### src/rtl/int_sequencer_pkg.sv
// int_pkg: shared types and constants for the 6502 interrupt/reset entry
// sequencer (int_sequencer and nmi_edge_det).
//   int_type_t  - kind of entry being sequenced
//   seq_state_t - sequencer top-level state
//   vec_offset  - offset of a type's vector low byte from the NMI vector
package int_pkg;

  typedef enum logic [2:0] {
    INT_NONE,
    INT_RES,
    INT_NMI,
    INT_IRQ,
    INT_BRK
  } int_type_t;

  typedef enum logic [1:0] {
    S_IDLE,
    S_HOLD,
    S_SEQ
  } seq_state_t;

  localparam logic [2:0] CYC_PUSH_H = 3'd2;  // first push cycle (PCH)
  localparam logic [2:0] CYC_PUSH_P = 3'd4;  // last push cycle (P)
  localparam logic [2:0] CYC_VEC_LO = 3'd5;
  localparam logic [2:0] CYC_VEC_HI = 3'd6;

  function automatic logic [15:0] vec_offset(input int_type_t t);
    case (t)
      INT_NMI:          return 16'd0;
      INT_RES:          return 16'd2;
      INT_IRQ, INT_BRK: return 16'd4;
      default:          return 16'd0;
    endcase
  endfunction

endpackage

### src/rtl/int_sequencer_nmi_edge_det.sv
// nmi_edge_det: falling-edge detector and pending latch for the NMI line.
// Ports:
//   clk     - clock (rising edge)
//   n_rst   - synchronous active-low reset
//   n_nmip  - NMI from pad logic, active low
//   ack     - NMI committed this cycle; clears the pending latch
//   nmi_req - an NMI is requested (edge this cycle or latched earlier)
module nmi_edge_det (
  input  logic clk,
  input  logic n_rst,
  input  logic n_nmip,
  input  logic ack,
  output logic nmi_req
);

  logic nmi_prev;
  logic nmi_pend;
  logic nmi_edge;

  assign nmi_edge = nmi_prev & ~n_nmip;
  assign nmi_req  = nmi_edge | nmi_pend;

  always_ff @(posedge clk) begin
    if (!n_rst) begin
      nmi_prev <= 1'b1;
      nmi_pend <= 1'b0;
    end else begin
      nmi_prev <= n_nmip;
      // A new edge in the acknowledge cycle must not be lost: set wins.
      nmi_pend <= nmi_edge | (nmi_pend & ~ack);
    end
  end

endmodule

### src/rtl/int_sequencer.sv
// int_sequencer: arbitrates RES/NMI/IRQ/BRK and steps the 7-cycle 6502
// interrupt entry sequence (forced BRK opcode, dummy read, three pushes,
// vector low/high fetch).
// Ports:
//   PHI0, n_RES             - clock, synchronous active-low block reset
//   n_NMIP, n_IRQP, RESP    - pad-side interrupt/reset requests
//   I_FLAG, RDY, T1, BRK_DEC - CPU status / decoder inputs
//   FORCE_BRK, INT_ACTIVE, CYC, WR_SUPPRESS, B_FLAG, SET_I,
//   VEC_ADDR, VEC_VALID, NMI_ACK - sequence control outputs
// Build option: define INT_NMI_HIJACK_EN to let an NMI arriving up to the end
// of cycle 4 of an IRQ/BRK sequence take over its vector fetch.
module int_sequencer
  import int_pkg::*;
#(
  parameter logic [15:0] VEC_BASE = 16'hFFFA,
  parameter int          SEQ_LEN  = 7
) (
  input  logic        PHI0,
  input  logic        n_RES,
  input  logic        n_NMIP,
  input  logic        n_IRQP,
  input  logic        RESP,
  input  logic        I_FLAG,
  input  logic        RDY,
  input  logic        T1,
  input  logic        BRK_DEC,
  output logic        FORCE_BRK,
  output logic        INT_ACTIVE,
  output logic [2:0]  CYC,
  output logic        WR_SUPPRESS,
  output logic        B_FLAG,
  output logic        SET_I,
  output logic [15:0] VEC_ADDR,
  output logic        VEC_VALID,
  output logic        NMI_ACK
);

  localparam logic [2:0] CYC_LAST = 3'(SEQ_LEN - 1);

  seq_state_t state, state_nxt;
  logic [2:0] cyc, cyc_nxt;
  int_type_t  typ, typ_nxt;
  logic       res_pend, res_pend_nxt;
  logic       nmi_req;
  logic       irq_req;
  logic       push_cyc;
  logic       adv;
  logic       hijack;

  nmi_edge_det u_nmi (
    .clk     (PHI0),
    .n_rst   (n_RES),
    .n_nmip  (n_NMIP),
    .ack     (NMI_ACK),
    .nmi_req (nmi_req)
  );

  assign irq_req  = ~n_IRQP & ~I_FLAG;
  assign push_cyc = (cyc >= CYC_PUSH_H) && (cyc <= CYC_PUSH_P);
  // Push cycles are writes and ignore RDY; under reset they are reads and stall.
  assign adv      = RDY | (push_cyc & (typ != INT_RES));

`ifdef INT_NMI_HIJACK_EN
  assign hijack = ((typ == INT_IRQ) || (typ == INT_BRK)) && nmi_req;
`else
  assign hijack = 1'b0;
`endif

  always_ff @(posedge PHI0) begin
    if (!n_RES) begin
      state    <= S_IDLE;
      cyc      <= 3'd0;
      typ      <= INT_NONE;
      res_pend <= 1'b1;
    end else begin
      state    <= state_nxt;
      cyc      <= cyc_nxt;
      typ      <= typ_nxt;
      res_pend <= res_pend_nxt;
    end
  end

  always_comb begin
    state_nxt    = state;
    cyc_nxt      = cyc;
    typ_nxt      = typ;
    res_pend_nxt = res_pend;
    FORCE_BRK    = 1'b0;
    INT_ACTIVE   = 1'b0;
    CYC          = cyc;
    WR_SUPPRESS  = 1'b0;
    B_FLAG       = 1'b0;
    SET_I        = 1'b0;
    VEC_ADDR     = 16'h0000;
    VEC_VALID    = 1'b0;
    NMI_ACK      = 1'b0;

    case (state)
      S_IDLE: begin
        if (T1 && (res_pend || nmi_req || irq_req)) begin
          state_nxt = S_SEQ;
          cyc_nxt   = 3'd0;
          if (res_pend)     typ_nxt = INT_RES;
          else if (nmi_req) typ_nxt = INT_NMI;
          else              typ_nxt = INT_IRQ;
        end else if (BRK_DEC) begin
          // The BRK opcode was really fetched, so its cycle 0 is already done.
          state_nxt = S_SEQ;
          cyc_nxt   = 3'd1;
          typ_nxt   = INT_BRK;
        end
      end

      S_HOLD: begin
        if (!RESP) begin
          state_nxt = S_SEQ;
          cyc_nxt   = 3'd0;
          typ_nxt   = INT_RES;
        end
      end

      S_SEQ: begin
        INT_ACTIVE  = 1'b1;
        FORCE_BRK   = (cyc == 3'd0) && (typ != INT_BRK);
        WR_SUPPRESS = push_cyc && (typ == INT_RES);
        B_FLAG      = (cyc == CYC_PUSH_P) && (typ == INT_BRK);
        SET_I       = (cyc == CYC_VEC_LO);
        NMI_ACK     = (cyc == CYC_VEC_LO) && (typ == INT_NMI);
        if ((cyc == CYC_VEC_LO) || (cyc == CYC_VEC_HI)) begin
          VEC_VALID = 1'b1;
          VEC_ADDR  = VEC_BASE + vec_offset(typ) + {15'd0, cyc == CYC_VEC_HI};
        end
        if ((cyc == CYC_VEC_LO) && (typ == INT_RES)) res_pend_nxt = 1'b0;
        if (adv) begin
          if (cyc == CYC_LAST) begin
            state_nxt = S_IDLE;
            cyc_nxt   = 3'd0;
            typ_nxt   = INT_NONE;
          end else begin
            cyc_nxt = cyc + 3'd1;
            if ((cyc == CYC_PUSH_P) && hijack) typ_nxt = INT_NMI;
          end
        end
      end

      default: state_nxt = S_IDLE;
    endcase

    // Reset request overrides everything and aborts any sequence in flight.
    if (RESP) begin
      state_nxt    = S_HOLD;
      cyc_nxt      = 3'd0;
      typ_nxt      = INT_NONE;
      res_pend_nxt = 1'b1;
    end
  end

endmodule

### config.mk
export PLATFORM = sky130hd
export DESIGN_NAME = int_sequencer
export DESIGN_NICKNAME = d
export VERILOG_FILES = /design/src/rtl/int_sequencer_pkg.sv /design/src/rtl/int_sequencer_nmi_edge_det.sv /design/src/rtl/int_sequencer.sv
export SDC_FILE = /design/constraint.sdc
export NUM_CORES = 1
export LEC_CHECK = 0
export CORE_ASPECT_RATIO = 1.1
export CORE_MARGIN = 1.5
export CORE_UTILIZATION = 43
export CTS_BUF_LIST = sky130_fd_sc_hd__clkbuf_8 sky130_fd_sc_hd__clkbuf_16
export DETAILED_ROUTE_END_ITERATION = 16
export PLACE_DENSITY = 0.8
export SLEW_MARGIN = 20
export SYNTH_ARGS = -nofsm -noshare
export SYNTH_HDL_FRONTEND = slang
export SYNTH_SLANG_ARGS = --single-unit
### constraint.sdc
create_clock -name PHI0 -period 2.7 [get_ports PHI0]
set_input_delay 0.27 -clock PHI0 [delete_from_list [all_inputs] [get_ports PHI0]]
set_output_delay 0.27 -clock PHI0 [all_outputs]
set_load 0.05 [all_outputs]
==> results of run 1 <==
[stage by stage]
stage	hold slack, ps	cell area (sq um)	setup slack, ps	std cells
after floorplan	343	921	167	113
after global placement	485	1190	360	161
after detailed placement	487	1190	227	161
after CTS	495	1230	2.63	165
after global routing	517	1250	30.8	165
final	493	1250	145	165
[power groups by stage]
| stage | Sequential, mW | Combinational [mW] | Clock, mW |
|---|---|---|---|
| after global routing | 0.178 | 0.119 | 0.173 |
| after CTS | 0.177 | 0.109 | 0.165 |
| after detailed placement | 0.180 | 0.108 | 0 |
| final | 0.177 | 0.108 | 0.163 |
| after global placement | 0.180 | 0.105 | 0 |
| after floorplan | 0.183 | 0.0699 | 0 |
[cell families (layout without fill, tap and decap cells)]
logic type	count (synthesis)	count (layout)	share of synthesized area, %
DFF	11	11	24.3
buffers and inverters	20	44	14.2
adders and majority gates	5	5	6.90
AOI/OAI and AO/OA	22	22	17.9
xor gates and xnor gates	1	1	0.966
and+or+nand+nor	53	53	34.6
muxes	1	1	1.10
[layer usage]
| metal | vias to the layer above | wire, um |
|---|---|---|
| met5 | - | 0 |
| met4 | 0 | 21 |
| met3 | 2 | 125 |
| met2 | 30 | 1060 |
| met1 | 386 | 860 |
| li1 | 432 | - |
[timing repair]
item,4_1_cts,5_1_grt
pin swaps,0,0
setup endpoints to repair,13,9
hold endpoints to repair,0,0
resized for setup,6,9
[Yosys cell counts, drive strengths merged]
library cell  count
buf              14
dfxtp            11
nand2            11
nand2b            6
nor2              6
nor2b             6
o21ai             6
ha                5
inv               5
nor3b             5
and3              4
nand3             4
o211ai            4
a21oi             3
nor3              3
a211oi            2
and2              2
nand4             2
o31ai             2
or4b              2
a2111oi           1
a21boi            1
a21o              1
a31oi             1
clkbuf            1
mux2i             1
nor4b             1
o41a              1
or3               1
xor2              1
[worst max path at each step]
stage / slack [ps] / from / end / cells past startpoint
2_1_floorplan: 170 / CYC[1] / VEC_ADDR[10] / 5
3_3_place_gp: 360 / state[0] / VEC_ADDR[7] / 5
3_5_place_dp: 230 / state[0] / VEC_ADDR[6] / 5
4_1_cts: 3 / state[0] / VEC_ADDR[14] / 5
5_1_grt: 30 / state[0] / B_FLAG / 5
6_report: 150 / state[0] / B_FLAG / 5
[final cells by class]
cell class / instances / area (sq um)
fill: 181 / 748
inverter: 5 / 18.8
tap: 28 / 35.0
timing repair buffer: 35 / 360
clock buffer: 3 / 41.3
clock inverter: 1 / 3.75
sequential: 11 / 220
multi-input combinational: 82 / 572
[sequential cells by signal, summed over array words and instances (netlist names)]
name,cells
CYC,3
typ,3
state,2
res_pend,1
u_nmi.nmi_pend,1
u_nmi.nmi_prev,1
[worst max-delay path, stage by stage (launching register included)]
cell	delay [ps]
dfxtp_1	340
inv_1	90
ha_1	340
nor2b_1	300
and3_1	190
clkdlybuf4s50_1	790
==> Implementation_results.wiki, run 1 <==
{| class="wikitable"
! Metric !! Value
|-
| Reg2Reg Depth || 7
|-
| Post-synth top area cell || dfxtp_1
|-
| Count of hold-fix buffers inserted at cts || 0
|-
| Final design utilization || 62.6%
|-
| Final global-route overflow total || 0
|-
| Reg-to-reg critical path startpoint || state[0]
|-
| Standard-cell rows || 17
|-
| Detailed-placement wirelength estimate || 1640 um
|-
| Fin Clk Skew || just under 6 ps
|-
| Via-to-Cell Ratio || slightly above 5
|-
| Die W || roughly 47 um
|-
| Reg2reg end || CYC[1]
|-
| Area fraction of the dominant cell type after synthesis || ~24%
|-
| GR met3 Demand/Resource || ~2.1%
|-
| Number of buffers created by CTS || 3
|-
| Share of power burned in registers || 39.5%
|-
| Buffer type at the clock tree root || clkbuf_8
|-
| CTS tree || built
|-
| Worst IR drop on VDD || between 0.3 and 0.4 mV
|-
| DR DRC count || 0
|-
| Max-Slew Margin vs Limit || roughly 66%
|-
| Layout cell share with drive strength beyond 1 || approximately a tenth
|-
| Category of the most critical setup path || reg2out
|-
| Setup Fix Bufs, Post-CTS || 0
|-
| Period utilization || 94.6%
|-
| DR iter-0 viols || 10
|-
| Category of the worst setup path capture point || output pin
|-
| Clock Sink Count || 11
|-
| Worst Min Path Start || state[1]
|-
| Fmax achieved || approximately 390 MHz
|-
| Global placement routability congestion || around 0.81
|-
| Clock tree buffer depth || 2
|-
| Switching share of power || just under 30%
|-
| First drt pass iteration count || 4
|-
| Number of cells on the worst hold path || 2
|-
| Number of hold violations in the final report || 0
|-
| Arrival time of the worst setup path || between 2000 and 2500 ps
|-
| Maximum capacitance violations || 0
|-
| Synthesized area divided by synthesized cell count || 8.03 sq um
|-
| Sum of negative setup slack || 0 ps
|-
| Data required time at the worst endpoint || approximately 2400 ps
|-
| Post-synth cell types || 38
|-
| Count of mapped cells out of synthesis || between 100 and 150
|-
| Clock Latency Late Sink || between 200 and 250 ps
|-
| CTS H-tree depth || 1
|-
| Total setup violations reported at the end of the flow || 0
|-
| Worst Max-Slew Pin Slew || roughly 500 ps
|-
| IO Count || 35
|-
| Sequential cell area fraction in the yosys report || between 20% and 30%
|-
| DIE AREA || approximately 2400 sq um
|-
| Vias || 850
|-
| Fraction of met1 tracks used by global routing || a little over a fifth
|-
| Number of global-route vias before repair || approximately 850
|-
| GRT busiest layer || met2
|-
| Synth Net Count || 127
|-
| Static power due to leakage || around 0.7 nW
|-
| NumNets Final || about 150
|-
| Die extent in y || slightly above 50 um
|-
| Cell area after technology mapping || roughly 910 sq um
|-
| Initial Util || ~45%
|-
| Final Max Tran Viols || 0
|-
| Critical Path Fanout Max || 10
|-
| Most area-consuming cells after synthesis || dfxtp_1, buf_4, ha_1
|-
| Run status || finished, final reports clean
|-
| First-pass GRT wire length || ~3500 um
|-
| # diodes || 0
|-
| Most used cells in the layout excluding fill and tap cells || clkdlybuf4s50_1, dfxtp_1, nand2_1, dlymetal6s2s_1
|-
| Logic gate share of total power || between 20% and 30%
|-
| Initial antenna violation count || 0
|-
| Clock power share || between 30% and 40%
|-
| Pin count of the biggest net entering global routing || 14
|-
| Area Growth Syn to Fin || 37.9%
|-
| Worst-path clk slew || about 50 ps
|-
| Worst-case register-to-register setup slack || 580 ps
|-
| Average detailed-routed wire length per instance || between 10 and 15 um
|-
| Number of nets with antenna violations after routing || 0
|-
| RSZ-0062 raised after global routing || false
|-
| Yosys synthesis warning count || 0
|-
| Most frequent standard cell in the layout excluding fill and tap cells || clkdlybuf4s50_1
|-
| Met2 routing resource usage after global routing || between 30% and 40%
|-
| Net Switching || roughly 0.13 mW
|-
| Total detailed-routing wirelength || a little over 2000 um
|-
| Buffers added on ports || 34
|-
| Power density normalized to cell area || between 300 and 400 nW/um^2
|-
| Worst hold-check path type || reg2reg
|-
| Clock period minus final worst setup slack || 2550 ps
|-
| Element type at the critical path start || register
|-
| Global routing usage summed across all routing layers || between 10% and 20%
|-
| Core ar. || 2000 sq um
|-
| Flop and latch count out of synthesis || 11
|-
| Total internal power || about 0.32 mW
|-
| Total power of the final layout || 0.448 mW
|-
| Endpoint, Worst Hold || state[1]
|}
(Power assumes the default switching activity.)
==> inputs of run 2 (changes only) <==
--- a/config.mk
+++ b/config.mk
@@ -6,9 +6,9 @@
 export NUM_CORES = 1
 export LEC_CHECK = 0
 export CORE_ASPECT_RATIO = 1.1
-export CORE_MARGIN = 1.5
 export CORE_UTILIZATION = 43
 export CTS_BUF_LIST = sky130_fd_sc_hd__clkbuf_8 sky130_fd_sc_hd__clkbuf_16
+export CTS_CLUSTER_DIAMETER = 30
 export DETAILED_ROUTE_END_ITERATION = 16
 export PLACE_DENSITY = 0.8
 export SLEW_MARGIN = 20
==> constraint.sdc (replaced) <==
create_clock -name PHI0 -period 2.7 [get_ports PHI0]
set_input_delay 0.27 -clock PHI0 [delete_from_list [all_inputs] [get_ports PHI0]]
set_output_delay 0.27 -clock PHI0 [all_outputs]
set_load 0.02 [all_outputs]
==> Implementation_results.wiki, run 2 (same netlist as run 1, synthesis figures left out) <==
{| class="wikitable"
! Metric !! Value
|-
| Run status || finished, final reports clean
|-
| Buffer type at the clock tree root || clkbuf_8
|-
| Fmax achieved || ~400 MHz
|-
| Category of the most critical setup path || reg2out
|-
| Power density normalized to cell area || approximately 360 nW/um^2
|-
| Layout cell share with drive strength beyond 1 || 8.03%
|-
| Die extent in y || about 50 um
|-
| Global routing usage summed across all routing layers || between 10% and 20%
|-
| # diodes || 0
|-
| Reg-to-reg critical path startpoint || state[0]
|-
| Worst-case register-to-register setup slack || 680 ps
|-
| Element type at the critical path start || register
|-
| NumNets Final || ~150
|-
| CTS tree || built
|-
| Global placement routability congestion || a little under 0.8
|-
| Max incr delay on CP || 680 ps
|-
| Total setup violations reported at the end of the flow || 0
|-
| Critical Path Fanout Max || 10
|-
| Number of nets with antenna violations after routing || 0
|-
| RSZ-0062 raised after global routing || false
|-
| Reg2reg end || CYC[1]
|-
| Maximum capacitance violations || 0
|-
| Detailed-placement wirelength estimate || about 1600 um
|-
| Vias || about 860
|-
| Reg2Reg Depth || 7
|-
| Final Worst Setup Slack || 224 ps
|-
| Worst Min Path Start || res_pend
|-
| Final Max Tran Viols || 0
|-
| Arrival time of the worst setup path || 2210 ps
|-
| Buffers added on ports || 34
|-
| First drt pass iteration count || 4
|-
| IO Count || 35
|-
| Area Growth Syn to Fin || 35.6%
|-
| Number of cells on the worst hold path || 2
|-
| Post-placement worst setup slack || 369 ps
|-
| Beginning of the critical path || state[0]
|-
| DIE AREA || 2300 sq um
|-
| Fin Clk Skew || between 3 and 4 ps
|-
| Sum of negative setup slack || 0 ps
|-
| Most frequent standard cell in the layout excluding fill and tap cells || clkdlybuf4s50_1
|-
| Worst IR drop on VDD || roughly 0.31 mV
|-
| Core ar. || between 1500 and 2000 sq um
|-
| Initial antenna violation count || 0
|-
| Clock tree buffer depth || 2
|-
| Number of global-route vias before repair || between 700 and 800
|-
| Initial Util || ~45%
|-
| Max-Slew Margin vs Limit || between 60% and 70%
|-
| Ordered cell list for the critical path || inv_1 -> ha_2 -> nor2b_1 -> nor4b_1 -> clkdlybuf4s50_1
|-
| Category of the worst setup path capture point || output pin
|-
| Worst-path clk slew || approximately 50 ps
|-
| Total detailed-routing wirelength || around 2000 um
|-
| Average detailed-routed wire length per instance || 11.8 um
|-
| Clock period minus final worst setup slack || approximately 2500 ps
|-
| Most used cells in the layout excluding fill and tap cells || clkdlybuf4s50_1, dfxtp_1, nand2_1
|-
| Clock Sink Count || 11
|-
| Final global-route overflow total || 0
|-
| DR iter-0 viols || 20
|-
| Via-to-Cell Ratio || between 5 and 6
|-
| Setup Fix Bufs, Post-CTS || 0
|-
| CTS H-tree depth || 1
|-
| Period utilization || around nine tenths
|-
| Endpoint, Worst Hold || res_pend
|-
| Final instance area || roughly 1200 sq um
|-
| DR DRC count || 0
|-
| Static power due to leakage || 0.522 nW
|-
| Standard-cell rows || 17
|-
| Worst path slowest cell || clkdlybuf4s50_1
|-
| Placed standard-cell area || between 1000 and 1500 sq um
|-
| Pin count of the biggest net entering global routing || 14
|-
| Data required time at the worst endpoint || around 2400 ps
|-
| Worst Max-Slew Pin Slew || between 400 and 500 ps
|-
| First-pass GRT wire length || approximately 3200 um
|-
| Number of hold violations in the final report || 0
|-
| Number of buffers created by CTS || 3
|-
| Worst hold-check path type || reg2reg
|-
| Die W || 45.8 um
|-
| Clock Latency Late Sink || between 200 and 250 ps
|}
[run 2: report_power, final]
group / internal (mW) / switching, mW
registers: 0.170 / 0.00909
clock network: 0.100 / 0.0638
logic: 0.0448 / 0.0508
[run 2: through the flow]
stage / total power [mW] / hold slack, ps / utilization, % / instances
after floorplan: 0.244 / 343 / - / 113
after global placement: 0.274 / 480 / 59.0 / 161
after detailed placement: 0.278 / 489 / 59.0 / 161
after CTS: 0.439 / 497 / 61.3 / 165
after global routing: 0.457 / 513 / 61.5 / 165
final: 0.439 / 490 / 61.5 / 165
[run 2: cell type report]
cell class	instances	area, sq um
inverter	5	18.8
tap	28	35.0
sequential	11	220
clock buffer	3	41.3
fill	188	769
timing repair buffer	35	350
clock inverter	1	3.75
multi-input combinational	82	561
[run 2: worst max path at each step]
stage	slack, ps	end	cells after the start
floorplan	460	VEC_ADDR[10]	5
global placement	460	NMI_ACK	6
detailed placement	370	NMI_ACK	6
CTS	90	NMI_ACK	6
global route	90	FORCE_BRK	5
finish	220	FORCE_BRK	5
[run 2: repair_timing]
item,4_1_cts,5_1_grt
endpoints found under the setup margin,0,2
hold buffers,0,0
resized for setup,0,2
[run 2: layer usage]
metal / up-vias / global-route usage, % / wire length (um)
li1: 438 / - / -
met4: 0 / 8.33 / 34
met5: - / 0 / 0
met3: 5 / 2.52 / 100
met2: 32 / 35.5 / 1020
met1: 380 / 19.4 / 790
[run 2: worst max-delay path, delay by kind of cell, from the launching register on]
| family | cells | cell delay, ps |
|---|---|---|
| DFF | 1 | 330 |
| buffers and inverters | 2 | 770 |
| and+or+nand+nor | 2 | 580 |
| adders and majority gates | 1 | 270 |
==> inputs of run 3 (changes only) <==
--- a/config.mk
+++ b/config.mk
@@ -5,7 +5,6 @@
 export SDC_FILE = /design/constraint.sdc
 export NUM_CORES = 1
 export LEC_CHECK = 0
-export CORE_ASPECT_RATIO = 1.1
 export CORE_UTILIZATION = 43
 export CTS_BUF_LIST = sky130_fd_sc_hd__clkbuf_8 sky130_fd_sc_hd__clkbuf_16
 export CTS_CLUSTER_DIAMETER = 30
==> Implementation_results.wiki, run 3 (same netlist as run 1, synthesis figures left out) <==
{| class="wikitable"
! Metric !! Value
|-
| Total setup violations reported at the end of the flow || 0
|-
| Final instance area || 1230 sq um
|-
| Pin count of the biggest net entering global routing || 14
|-
| Area Growth Syn to Fin || 35.7%
|-
| Bufs and invs on worst path || 2
|-
| First-pass GRT wire length || approximately 3200 um
|-
| Final global-route overflow total || 0
|-
| Family with the most delay on the worst path || buffers and inverters
|-
| Maximum capacitance violations || 0
|-
| Category of the worst setup path capture point || output pin
|-
| Number of global-route vias before repair || between 700 and 800
|-
| Most used cells in the layout excluding fill and tap cells || clkdlybuf4s50_1, dfxtp_1, nand2_1
|-
| Count of hold-fix buffers inserted at cts || 0
|-
| Reg-to-reg critical path startpoint || state[0]
|-
| Layout cell share with drive strength beyond 1 || 7.97%
|-
| Clock period minus final worst setup slack || between 2000 and 2500 ps
|-
| Setup Fix Bufs, Post-CTS || 0
|-
| Hold Slack || ~500 ps
|-
| Vias || 848
|-
| Element type at the critical path start || register
|-
| Beginning of the critical path || state[0]
|-
| Ordered cell list for the critical path || inv_1 -> ha_1 -> nor2b_1 -> nand3_1 -> nor3b_1 -> clkdlybuf4s50_1
|-
| Worst-path clk slew || 50 ps
|-
| Buffer type at the clock tree root || clkbuf_8
|-
| Static power due to leakage || a little over 0.5 nW
|-
| RSZ-0062 raised after global routing || false
|-
| Number of nets with antenna violations after routing || 0
|-
| Global routing usage summed across all routing layers || a little over 20%
|-
| Worst IR drop on VDD || approximately 0.34 mV
|-
| Total detailed-routing wirelength || approximately 2000 um
|-
| NumNets Final || 153
|-
| Max-Slew Margin vs Limit || between 60 and 70%
|-
| Clock Sink Count || 11
|-
| # diodes || 0
|-
| Worst Max-Slew Pin Slew || approximately 510 ps
|-
| DIE AREA || about 2300 sq um
|-
| Worst hold-check path type || reg2reg
|-
| Sum of negative setup slack || 0 ps
|-
| Max incr delay on CP || about 660 ps
|-
| Final Max Tran Viols || 0
|-
| Final Worst Setup Slack || about 210 ps
|-
| CTS H-tree depth || 1
|-
| Number of cells on the worst hold path || 2
|-
| Arrival time of the worst setup path || 2220 ps
|-
| Clock tree buffer depth || 2
|-
| Post-placement worst setup slack || between 500 and 600 ps
|-
| Initial Util || between 40% and 50%
|-
| DR iter-0 viols || 8
|-
| Category of the most critical setup path || reg2out
|-
| Worst path slowest cell || clkdlybuf4s50_1
|-
| Most frequent standard cell in the layout excluding fill and tap cells || clkdlybuf4s50_1
|-
| Endpoint, Worst Hold || res_pend
|-
| Worst-case register-to-register setup slack || 560 ps
|-
| Run status || finished, final reports clean
|-
| Worst Min Path Start || res_pend
|-
| Die extent in y || 47.9 um
|-
| Fin Clk Skew || 5.89 ps
|-
| DR DRC count || 0
|-
| Critical Path Fanout Max || 4
|-
| Period utilization || roughly 92%
|-
| Initial antenna violation count || 0
|-
| Core ar. || just under 2000 sq um
|-
| Standard-cell rows || 16
|-
| IO Count || 35
|-
| Fmax achieved || roughly 400 MHz
|-
| Average detailed-routed wire length per instance || roughly 12 um
|-
| Clock Latency Late Sink || approximately 240 ps
|-
| CTS tree || built
|-
| Number of gates resized after CTS || 0
|-
| Buffers added on ports || 34
|-
| Detailed-placement wirelength estimate || between 1500 and 2000 um
|-
| Number of buffers created by CTS || 3
|-
| Data required time at the worst endpoint || between 2000 and 2500 ps
|-
| First drt pass iteration count || 4
|-
| Power density normalized to cell area || between 300 and 400 nW/um^2
|-
| Reg2Reg Depth || 8
|-
| Placed standard-cell area || 1190 sq um
|-
| Reg2reg end || CYC[1]
|-
| Die W || about 48 um
|-
| Via-to-Cell Ratio || a little over 5
|-
| Number of hold violations in the final report || 0
|-
| Global placement routability congestion || 0.802
|}
==> run 3: power breakdown <==
group | total (mW) | leakage, nW | switching, mW | internal [mW]
Clock | 0.166 | 0.0269 | 0.0656 | 0.100
Sequential | 0.180 | 0.0900 | 0.00957 | 0.170
Combinational | 0.0973 | 0.393 | 0.0518 | 0.0456
Total | 0.443 | 0.510 | 0.127 | 0.316
==> run 3: metrics by stage <==
stage | std cells | power, mW | util [%]
3_3_place_gp | 161 | 0.276 | 59.8
3_5_place_dp | 161 | 0.280 | 59.8
2_1_floorplan | 113 | 0.244 | -
6_report | 165 | 0.443 | 62.1
5_1_grt | 165 | 0.465 | 62.1
4_1_cts | 165 | 0.444 | 62.1
==> run 3: layout make-up <==
cell class,instances,area (sq um)
fill,168,751
tap,27,33.8
sequential,11,220
clock inverter,1,3.75
multi-input combinational,82,558
clock buffer,3,41.3
inverter,5,18.8
timing repair buffer,36,355
==> run 3: how the worst max path moves through the flow <==
| stage | endpoint | slack, ps | cells past startpoint |
|---|---|---|---|
| floorplan | VEC_ADDR[10] | 460 | 5 |
| global placement | NMI_ACK | 630 | 6 |
| detailed placement | NMI_ACK | 510 | 6 |
| CTS | NMI_ACK | 240 | 6 |
| global route | NMI_ACK | 70 | 6 |
| finish | NMI_ACK | 210 | 6 |
==> run 3: worst register-to-register path: stages, from the launching register on <==
cell      delay (ps)
dfxtp_1          380
inv_1             80
ha_1             220
buf_4            170
nor2b_4          140
a211oi_2         260
nand3_2          170
or4b_1           520
a21oi_1          130
==> run 3: routing by layer <==
layer	GRT usage [%]	wire length, um	vias to the layer above
met5	0	0	-
met4	5.00	28	0
met3	3.40	83	3
met2	37.6	966	34
met1	23.5	892	377
li1	-	-	434
